===== config.mk =====
export PLATFORM = sky130hd
export DESIGN_NAME = baud_tick_ctrl
export DESIGN_NICKNAME = d
export VERILOG_FILES = /design/src/rtl/baud_tick_ctrl.sv
export SDC_FILE = /design/constraint.sdc
export NUM_CORES = 1
export LEC_CHECK = 0
export BUFFER_PORTS_ARGS = -buffer_cell sky130_fd_sc_hd__buf_2
export CORE_UTILIZATION = 35
export CTS_BUF_LIST = sky130_fd_sc_hd__clkbuf_4 sky130_fd_sc_hd__clkbuf_8 sky130_fd_sc_hd__clkbuf_16
export CTS_CLUSTER_SIZE = 28
export DETAILED_ROUTE_END_ITERATION = 6
export PLACE_DENSITY = 0.58
export SYNTH_ARGS = -nofsm -noshare
export SYNTH_HDL_FRONTEND = slang
export SYNTH_SLANG_ARGS = --single-unit

===== constraint.sdc =====
create_clock -name i_clock -period 4.05 [get_ports i_clock]
set_clock_uncertainty 0.15 [all_clocks]
set_input_delay 0.405 -clock i_clock [delete_from_list [all_inputs] [get_ports i_clock]]
set_output_delay 0.405 -clock i_clock [all_outputs]
set_load 0.005 [all_outputs]

===== src/rtl/baud_tick_ctrl.sv =====
// baud_tick_ctrl -- 16x oversampling baud tick source for the UART.
//
// Owns the divider counter, the active divisor and a one-entry shadow
// divisor. A divisor offered while running is parked in the shadow and
// takes effect on the next tick boundary, so no tick period is ever cut
// short or stretched by a mid-period update.
//
// Optional feature: define AUTOBAUD_EN to add autobaud measurement. The
// divisor is then derived from the length of a low pulse on i_rx.
//
// Parameters
//   NB_CONTA       divider / divisor width in bits
//   DEFAULT_LIMITE divisor loaded at reset (tick period in clock cycles)
//
// Ports
//   i_clock      system clock, rising edge
//   i_reset      asynchronous active-high reset
//   i_enable     1 = run divider, 0 = stop
//   i_cfg_valid  new divisor offered
//   i_cfg_limit  offered divisor (values below 2 are stored as 2)
//   o_cfg_ready  divisor can be accepted this cycle
//   o_limit      active divisor
//   o_pending    shadow divisor waiting for a tick boundary
//   o_tick       1-cycle 16x oversampling tick
//   o_bit_tick   1-cycle pulse on every 16th o_tick
//   i_rx         UART RX line (autobaud only)
//   i_ab_start   start autobaud measurement (pulse, autobaud only)
//   o_ab_done    autobaud success pulse
//   o_ab_error   autobaud failure pulse
module baud_tick_ctrl #(
   parameter int unsigned NB_CONTA       = 16,
   parameter int unsigned DEFAULT_LIMITE = 163
) (
   input  logic                i_clock,
   input  logic                i_reset,
   input  logic                i_enable,
   input  logic                i_cfg_valid,
   input  logic [NB_CONTA-1:0] i_cfg_limit,
   output logic                o_cfg_ready,
   output logic [NB_CONTA-1:0] o_limit,
   output logic                o_pending,
   output logic                o_tick,
   output logic                o_bit_tick,
   input  logic                i_rx,
   input  logic                i_ab_start,
   output logic                o_ab_done,
   output logic                o_ab_error
);

   localparam logic [NB_CONTA-1:0] RST_LIMIT = NB_CONTA'(DEFAULT_LIMITE);
   localparam logic [NB_CONTA-1:0] MIN_LIMIT = NB_CONTA'(2);
   localparam logic [NB_CONTA-1:0] ONE       = NB_CONTA'(1);

   typedef enum logic [1:0] {
      ST_STOP    = 2'd0,
      ST_RUN     = 2'd1
`ifdef AUTOBAUD_EN
      ,
      ST_AB_FALL = 2'd2,
      ST_AB_MEAS = 2'd3
`endif
   } state_t;

   state_t              state;
   state_t              state_next;
   logic [NB_CONTA-1:0] conta;
   logic [NB_CONTA-1:0] shadow;
   logic [NB_CONTA-1:0] cfg_value;
   logic [3:0]          sub;
   logic                xfer;

   assign xfer      = i_cfg_valid & o_cfg_ready;
   assign cfg_value = (i_cfg_limit < MIN_LIMIT) ? MIN_LIMIT : i_cfg_limit;

`ifdef AUTOBAUD_EN
   localparam int unsigned NB_MEAS = NB_CONTA + 4;

   logic               rx_s1;
   logic               rx_s2;
   logic [NB_MEAS-1:0] meas;
   logic [NB_CONTA-1:0] ab_limit;
   logic               ab_fall;
   logic               meas_sat;
   logic               ab_ok;

   // Line idles high, so the synchroniser resets to 1.
   always_ff @(posedge i_clock or posedge i_reset) begin
      if (i_reset) begin
         rx_s1 <= 1'b1;
         rx_s2 <= 1'b1;
      end else begin
         rx_s1 <= i_rx;
         rx_s2 <= rx_s1;
      end
   end

   // Fall is seen one cycle early (s2 still high, s1 low) so that every
   // cycle the synced line spends low is counted in AB_MEAS.
   assign ab_fall  = rx_s2 & ~rx_s1;
   assign meas_sat = &meas;
   assign ab_limit = meas[NB_MEAS-1:4];
   assign ab_ok    = (ab_limit >= MIN_LIMIT) & ~meas_sat;

   always_ff @(posedge i_clock or posedge i_reset) begin
      if (i_reset) begin
         meas <= '0;
      end else if (state == ST_AB_FALL && ab_fall) begin
         meas <= '0;
      end else if (state == ST_AB_MEAS && !rx_s2 && !meas_sat) begin
         meas <= meas + NB_MEAS'(1);
      end
   end
`else
   logic unused_ab;
   assign unused_ab = ^{i_rx, i_ab_start};
`endif

   // State register
   always_ff @(posedge i_clock or posedge i_reset) begin
      if (i_reset) begin
         state <= ST_STOP;
      end else begin
         state <= state_next;
      end
   end

   // Next-state logic
   always_comb begin
      state_next = state;
      case (state)
         ST_STOP: begin
`ifdef AUTOBAUD_EN
            if (i_ab_start) begin
               state_next = ST_AB_FALL;
            end else
`endif
            if (i_enable) begin
               state_next = ST_RUN;
            end
         end
         ST_RUN: begin
            if (!i_enable) begin
               state_next = ST_STOP;
            end
         end
`ifdef AUTOBAUD_EN
         ST_AB_FALL: begin
            if (ab_fall) begin
               state_next = ST_AB_MEAS;
            end
         end
         ST_AB_MEAS: begin
            if (rx_s2) begin
               state_next = ST_STOP;
            end
         end
`endif
         default: state_next = ST_STOP;
      endcase
   end

   // Output logic
   always_comb begin
      o_cfg_ready = 1'b0;
      o_tick      = 1'b0;
      o_bit_tick  = 1'b0;
      o_ab_done   = 1'b0;
      o_ab_error  = 1'b0;
      case (state)
         ST_STOP: begin
            o_cfg_ready = ~o_pending;
         end
         ST_RUN: begin
            o_cfg_ready = ~o_pending;
            o_tick      = (conta == o_limit);
            o_bit_tick  = o_tick & (sub == 4'hF);
         end
`ifdef AUTOBAUD_EN
         ST_AB_MEAS: begin
            if (rx_s2) begin
               o_ab_done  = ab_ok;
               o_ab_error = ~ab_ok;
            end
         end
`endif
         default: ;
      endcase
   end

   // Divider, sub-counter and divisor registers
   always_ff @(posedge i_clock or posedge i_reset) begin
      if (i_reset) begin
         conta     <= '0;
         sub       <= '0;
         o_limit   <= RST_LIMIT;
         shadow    <= '0;
         o_pending <= 1'b0;
      end else begin
         case (state)
            ST_STOP: begin
               conta <= '0;
               sub   <= '0;
               if (xfer) begin
                  o_limit <= cfg_value;
               end
            end
            ST_RUN: begin
               if (!i_enable) begin
                  // Stop edge: flush any parked divisor; a divisor offered
                  // on this very edge goes straight to o_limit so nothing
                  // is left pending in STOP.
                  conta     <= '0;
                  sub       <= '0;
                  o_pending <= 1'b0;
                  if (xfer) begin
                     o_limit <= cfg_value;
                  end else if (o_pending) begin
                     o_limit <= shadow;
                  end
               end else begin
                  if (o_tick) begin
                     conta <= ONE;
                     sub   <= sub + 4'd1;
                     if (o_pending) begin
                        o_limit   <= shadow;
                        o_pending <= 1'b0;
                     end
                  end else begin
                     conta <= conta + ONE;
                  end
                  // xfer implies the shadow was empty, so this never
                  // collides with the shadow apply above.
                  if (xfer) begin
                     shadow    <= cfg_value;
                     o_pending <= 1'b1;
                  end
               end
            end
`ifdef AUTOBAUD_EN
            ST_AB_MEAS: begin
               conta <= '0;
               sub   <= '0;
               if (o_ab_done) begin
                  o_limit <= ab_limit;
               end
            end
`endif
            default: begin
               conta <= '0;
               sub   <= '0;
            end
         endcase
      end
   end

endmodule

==> qor.csv, run 1 <==
stage;metric;value;unit
run_status;outcome;finished clean;
clocking;cts-root-buf;clkbuf_8;
synth;yosysSeqAreaShare;48.0;%
worst_setup_path;r2r_start;o_limit[5];
grt;overflow;0;
final_layout;synthToLayoutAreaGrowth;14.4;%
clocking;h-tree-depth;2;
worst_setup_path;cp.arrival;2250;ps
place;port_buffers;39;
sta;period_share;69.4;%
clocking;clkSlewWorstSetupHoldPaths;100;ps
synth;synth-main-ff-cell;dfrtp_1;
job;maxCapViolations;0;
floorplanning;start_util;36.4;%
clocking;cts_tree;done;
place;post-dp-hpwl;4.73;mm
power_and_ir_drop;irDropWorstVdd;246;uV
power_and_ir_drop;power;2.09;mW
route;viasPerCell;5.31;
route;wl;6.51;mm
floorplanning;die_w;91.8;um
synth;yosys_register_bits;54;
route;wl_per_cell;15.6;um
place;finalWeightedCongestion;0.778;
floorplanning;io-pin-count;44;
power_and_ir_drop;power_leakage;1.40;nW
clocking;cts_made_buffers;5;
power_and_ir_drop;powerDensity;647;nW/um^2
sta;max_slew_margin;23.2;%
worst_setup_path;crit_required;3490;ps
floorplanning;core;7770;um^2
floorplanning;floorplan.die.height;91.8;um
clocking;cts_hold_buffers;0;
grt;grt_usage;16.3;%
final_layout;diodes;0;
synth;synth_top_area_share;44.3;%
route;initialDrtViolationCount;106;
clocking;cts_sinks;54;
synth;netlist_instances;277;
worst_setup_path;cp-end-kind;output pin;
worst_setup_path;crit_start;o_limit[5];
clocking;clk_path_buf_depth;2;
worst_setup_path;r2r_slack;1260;ps
route;ant_nets;0;
min_path;hold_path.class;in -> async;
route;drc_errors;0;
worst_setup_path;endpoint;o_tick;
place;place_inst;409;
synth;async_reset_ff_share;100;%
sta;maxSlewViolCount;0;
synth;synth_area;2820;um^2
place;pre_cts_ws;1300;ps
synth;syn_avg_cell_area;10.2;um^2
final_layout;drive_gt1_share;23.8;%
synth;ys_warn_count;0;
synth;yosysMostFrequentCell;dfrtp_1;
synth;yosysUniqueCellTypes;43;
final_layout;nets;339;
sta;max_freq;0.356;GHz
worst_setup_path;crit_type;reg -> out;
grt;grt_pass1_vias;2080;
grt;grt_max_degree;40;
sta;tightest_slew;1140;ps
sta;min_period;2810;ps
clocking;clk_latency;310;ps
worst_setup_path;r2r_cells;5;
synth;synth_edf_count;0;
sta;tns;0;ps
synth;synthTopCellsByCount;dfrtp_1, nor2_1, inv_1;
worst_setup_path;crit_path_start_kind;flip-flop;
sta;rsz0062_at_grt;false;
worst_setup_path;path_max_fanout;3;
sta;setup_viol;0;
final_layout;instances_no_fill;417;
synth;yosysTopAreaCell;dfrtp_1;
sta;finalHoldViolations;0;
grt;grt_first_pass_wirelength;10.7;mm
final_layout;post-route-util;41.6;%
grt;antenna_found_initial;0;
route;dr.pass1.iters;4;
floorplanning;dieArea;8430;um^2
floorplanning;rows;32;
worst_setup_path;r2r_end;o_limit[2];
clocking;cts_resized;0;
route;vias;2216;
sta;setup_slack;1240;ps
synth;synth_area_leaders;dfrtp_1, mux2_2, xnor2_1;
clocking;post-cts-setup-buffers;0;
[cell type report]
class	instances	area (um^2)
fill	795	4540
sequential	54	1360
multi-input combinational	191	1340
timing repair buffer	41	210
tap	102	128
clock buffer	7	83.8
inverter	21	78.8
clock inverter	1	30.0
[worst min path at each step]
| stage | endpoint | cells after the start |
|---|---|---|
| 2_1_floorplan | shadow[1] | 2 |
| 3_3_place_gp | shadow[1] | 2 |
| 3_5_place_dp | shadow[1] | 2 |
| 4_1_cts | conta[7] | 2 |
| 5_1_grt | o_limit[11] | 2 |
| 6_report | conta[4] | 2 |
[state kept, by name (all words and copies together), names as in the netlist]
signal and count:
conta 16, sub 4, state 1, o_pending 1, o_limit 16, shadow 16
[through the flow]
step           cell area [um^2]  hold WS (ps)
4_1_cts                    3230           142
5_1_grt                    3230           177
3_5_place_dp               3120           326
6_report                   3230           106
3_3_place_gp               3120           316
2_1_floorplan              2830           301
[cells in the final DEF, fill, tap and decap left out, drive strengths merged, types with 2 or more instances in the layout]
cell,synthesis,layout
nor4,5,5
conb,1,2
or4,4,4
nand4,4,4
inv,21,21
xnor2,16,16
and3,3,3
clkbuf,9,7
nand3,12,12
a41oi,2,2
buf,3,41
xor2,16,16
nand3b,2,2
o21ai,3,3
and2,3,3
mux2,15,15
ha,3,3
nor2,36,36
or2,2,2
a21oi,3,3
a32oi,15,15
dfstp,4,4
nand2,11,11
dfrtp,50,50
mux2i,2,2
nor3,5,5
o22a,15,15
[report_power, final]
part | switching, mW | leakage [nW] | internal [mW]
combinational | 0.423 | 0.670 | 0.383
clock | 0.178 | 0.0593 | 0.199
sequential | 0.171 | 0.672 | 0.737
[cells by family (layout without fill, tap and decap cells)]
group           Yosys count  count (layout)  share of synthesized area, %
compound gates           45              45                          13.0
xor+xnor                 32              32                          9.92
fa+ha+maj                 3               3                          1.33
buf+inv                  33              70                          4.70
flops                    54              54                          48.0
mux                      17              17                          6.69
other cells               1               2                         0.133
simple gates             92              92                          16.2
[metal layers]
metal  wire, um  track usage [%]
met1       3180             24.7
met2       2990             24.0
met3        269             2.65
met4         66             4.69
met5          0                0
[critical path, stage by stage, from the launching register on]
cell and delay [ps]:
dfstp_2 570, xor2_1 100, or4_1 540, or4_4 510
nor2_1 100, buf_2 110
Power figures use the tool's default switching activity.
==> run 2: changes to the inputs <==
--- a/config.mk
+++ b/config.mk
@@ -5,12 +5,13 @@
 export SDC_FILE = /design/constraint.sdc
 export NUM_CORES = 1
 export LEC_CHECK = 0
+export ABC_AREA = 1
 export BUFFER_PORTS_ARGS = -buffer_cell sky130_fd_sc_hd__buf_2
 export CORE_UTILIZATION = 35
 export CTS_BUF_LIST = sky130_fd_sc_hd__clkbuf_4 sky130_fd_sc_hd__clkbuf_8 sky130_fd_sc_hd__clkbuf_16
 export CTS_CLUSTER_SIZE = 28
 export DETAILED_ROUTE_END_ITERATION = 6
-export PLACE_DENSITY = 0.58
+export PLACE_DENSITY = 0.57
 export SYNTH_ARGS = -nofsm -noshare
 export SYNTH_HDL_FRONTEND = slang
 export SYNTH_SLANG_ARGS = --single-unit
==> constraint.sdc (replaced) <==
create_clock -name i_clock -period 2.7 [get_ports i_clock]
set_clock_uncertainty 0.15 [all_clocks]
set_input_delay 0.27 -clock i_clock [delete_from_list [all_inputs] [get_ports i_clock]]
set_output_delay 0.27 -clock i_clock [all_outputs]
set_load 0.005 [all_outputs]
==> run 2 against run 1 <==
Effect of this change:
- power is 58% higher
- the flow now finishes with violations (DRC)
- critical endpoint is now o_bit_tick
- utilization down 0.65 points
- combinational power increased by 84%
- via count increased by 32%
==> qor.csv, run 2 <==
stage;metric;value;unit
clocking;h-tree-depth;2;
place;finalWeightedCongestion;0.948;
power_and_ir_drop;powerDensity;918;nW/um^2
clocking;cts_sinks;54;
power_and_ir_drop;power_leakage;1.93;nW
sta;maxSlewViolCount;0;
power_and_ir_drop;irDropWorstVdd;416;uV
worst_setup_path;crit_chain;inv_1 -> nand2_1 -> nand2_1 -> nor2_1 -> nand2_1 -> nor3_1 -> nand4_1 -> nor2_1 -> buf_2;
final_layout;layout_common_cells;nand2_1, inv_1, dfrtp_1, o21ai_0;
worst_setup_path;crit_path_start_kind;flip-flop;
min_path;hold_path.class;in -> reg;
sta;finalHoldViolations;0;
grt;grt_max_degree;33;
synth;ys_warn_count;0;
sta;min_period;2430;ps
synth;yosysTopAreaCell;dfrtp_1;
worst_setup_path;r2r_slack;530;ps
grt;grt.busiest_layer;met2;
worst_setup_path;crit_type;reg -> out;
grt;overflow;0;
worst_setup_path;cpPeakStageDelay;550;ps
final_layout;synthToLayoutAreaGrowth;12.4;%
worst_setup_path;cp-end-kind;output pin;
route;vias;2931;
floorplanning;die_w;97.7;um
floorplanning;floorplan.die.height;97.7;um
power_and_ir_drop;power;3.31;mW
final_layout;nets;524;
synth;yosysMostFrequentCell;nand2_1;
synth;async_reset_ff_share;100;%
clocking;clkSlewWorstSetupHoldPaths;100;ps
clocking;cts_tree;done;
synth;synth-main-ff-cell;dfrtp_1;
worst_setup_path;r2r_cells;11;
floorplanning;dieArea;9550;um^2
place;post-dp-hpwl;6.01;mm
worst_setup_path;cp_slowest_cell;dfstp_2;
final_layout;diodes;0;
synth;synth_edf_count;0;
run_status;violations;DRC;
synth;synth_top_area_share;39.0;%
sta;setup_viol;0;
route;wl_per_cell;13.1;um
sta;max_freq;0.411;GHz
floorplanning;core;8810;um^2
grt;grt_use_met1;24.4;%
grt;antenna_found_initial;0;
synth;yosysSeqAreaShare;42.3;%
clocking;cts_resized;0;
worst_setup_path;path_max_fanout;3;
place;port_buffers;39;
grt;met3_usage;2.45;%
job;maxCapViolations;0;
synth;synthTopCellsByCount;nand2_1, inv_1, dfrtp_1;
grt;use_met2;29.7;%
route;initialDrtViolationCount;154;
worst_setup_path;critPathMostFrequentCell;nand2_1;
worst_setup_path;cp.arrival;2010;ps
final_layout;final_common_cell;nand2_1;
worst_setup_path;crit_required;2280;ps
worst_setup_path;r2r_end;o_limit[7];
clocking;post-cts-setup-buffers;0;
route;wl;7.96;mm
synth;synth_area_leaders;dfrtp_1, nand2_1, inv_1;
sta;rsz0062_at_grt;false;
grt;grt_usage;17.7;%
sta;tightest_slew;732;ps
clocking;cts_hold_buffers;1;
clocking;cts-root-buf;clkbuf_8;
sta;max_slew_margin;51.1;%
synth;yosysUniqueCellTypes;28;
synth;synth_area;3210;um^2
floorplanning;start_util;36.4;%
min_path;hold_path_end;shadow[0];
final_layout;design_area;3600;um^2
route;ant_nets;0;
final_layout;drive_gt1_share;13.0;%
final_layout;post-route-util;40.9;%
synth;syn_avg_cell_area;6.93;um^2
sta;tns;0;ps
clocking;cts_made_buffers;5;
grt;grt_first_pass_wirelength;13.6;mm
synth;yosys_register_bits;54;
clocking;clk_latency;310;ps
min_path;min_from;i_cfg_limit[0];
sta;period_share;90.1;%
floorplanning;io-pin-count;44;
grt;grt_pass1_vias;2735;
final_layout;reg.largest.list;conta (16), o_limit (16), shadow (16);
synth;netlist_instances;463;
floorplanning;rows;34;
worst_setup_path;r2r_start;o_limit[1];
min_path;min_path_cells;3;
place;placedInstanceArea;3500;um^2
clocking;clk_path_buf_depth;2;
route;drc_errors;4;
route;dr.pass1.iters;7;
route;viasPerCell;4.82;
run_status;outcome;finished, violations left;
## run 2: power breakdown
group | switching [mW] | total [mW] | internal (mW)
Combinational | 0.925 | 1.48 | 0.554
Sequential | 0.253 | 1.35 | 1.09
Clock | 0.264 | 0.482 | 0.218
Total | 1.44 | 3.31 | 1.87
## run 2: cell families after synthesis
kind of cell / count (synthesis) / share of synthesized area (%)
flip-flops: 54 / 42.3
other: 1 / 0.117
AND/OR/NAND/NOR: 253 / 33.4
adder cells (fa/ha/maj): 3 / 1.17
AO/OA/AOI/OAI: 57 / 9.91
buffers and inverters: 87 / 11.0
XOR/XNOR: 8 / 2.19
## run 2: how the worst max path moves through the flow
stage                       end        from  depth (start not counted)
floorplan              conta[0]     i_reset                          1
global placement     o_limit[7]  o_limit[0]                         11
detailed placement  o_limit[10]  o_limit[0]                         11
CTS                  o_bit_tick  o_limit[0]                          9
global route         o_bit_tick  o_limit[0]                          9
finish               o_bit_tick  o_limit[0]                          9
## run 2: layout make-up
| class | count | area, um^2 |
|---|---|---|
| fillers | 935 | 5200 |
| multi-input cells | 323 | 1500 |
| flip-flops and latches | 54 | 1360 |
| inverters | 71 | 267 |
| repair buffers | 44 | 248 |
| well taps | 108 | 135 |
| clock buffers | 7 | 90.1 |
| clock inverters | 1 | 5.00 |
## run 2: worst max-delay path, delay by kind of cell, from the launching register on
kind	cells	cell delay (ps)
AND/OR/NAND/NOR	7	940
buffers and inverters	2	210
flip-flops	1	550
## run 2: stage by stage
stage / hold slack, ps / instances / setup slack [ps]
after floorplan: 258 / 464 / 966
after global routing: 69.8 / 608 / 122
after CTS: 44.4 / 608 / 264
final: 47.0 / 608 / 268
after global placement: 215 / 599 / 576
after detailed placement: 214 / 599 / 538
## run 2: layer usage
metal  vias to the layer above  part of all wire, %  routed length [um]
li1                       1523                    -                   -
met1                      1328                   50                3940
met2                        72                   45                3610
met3                         8                  4.3                 342
met4                         0                 0.87                  69
met5                         -                    0                   0
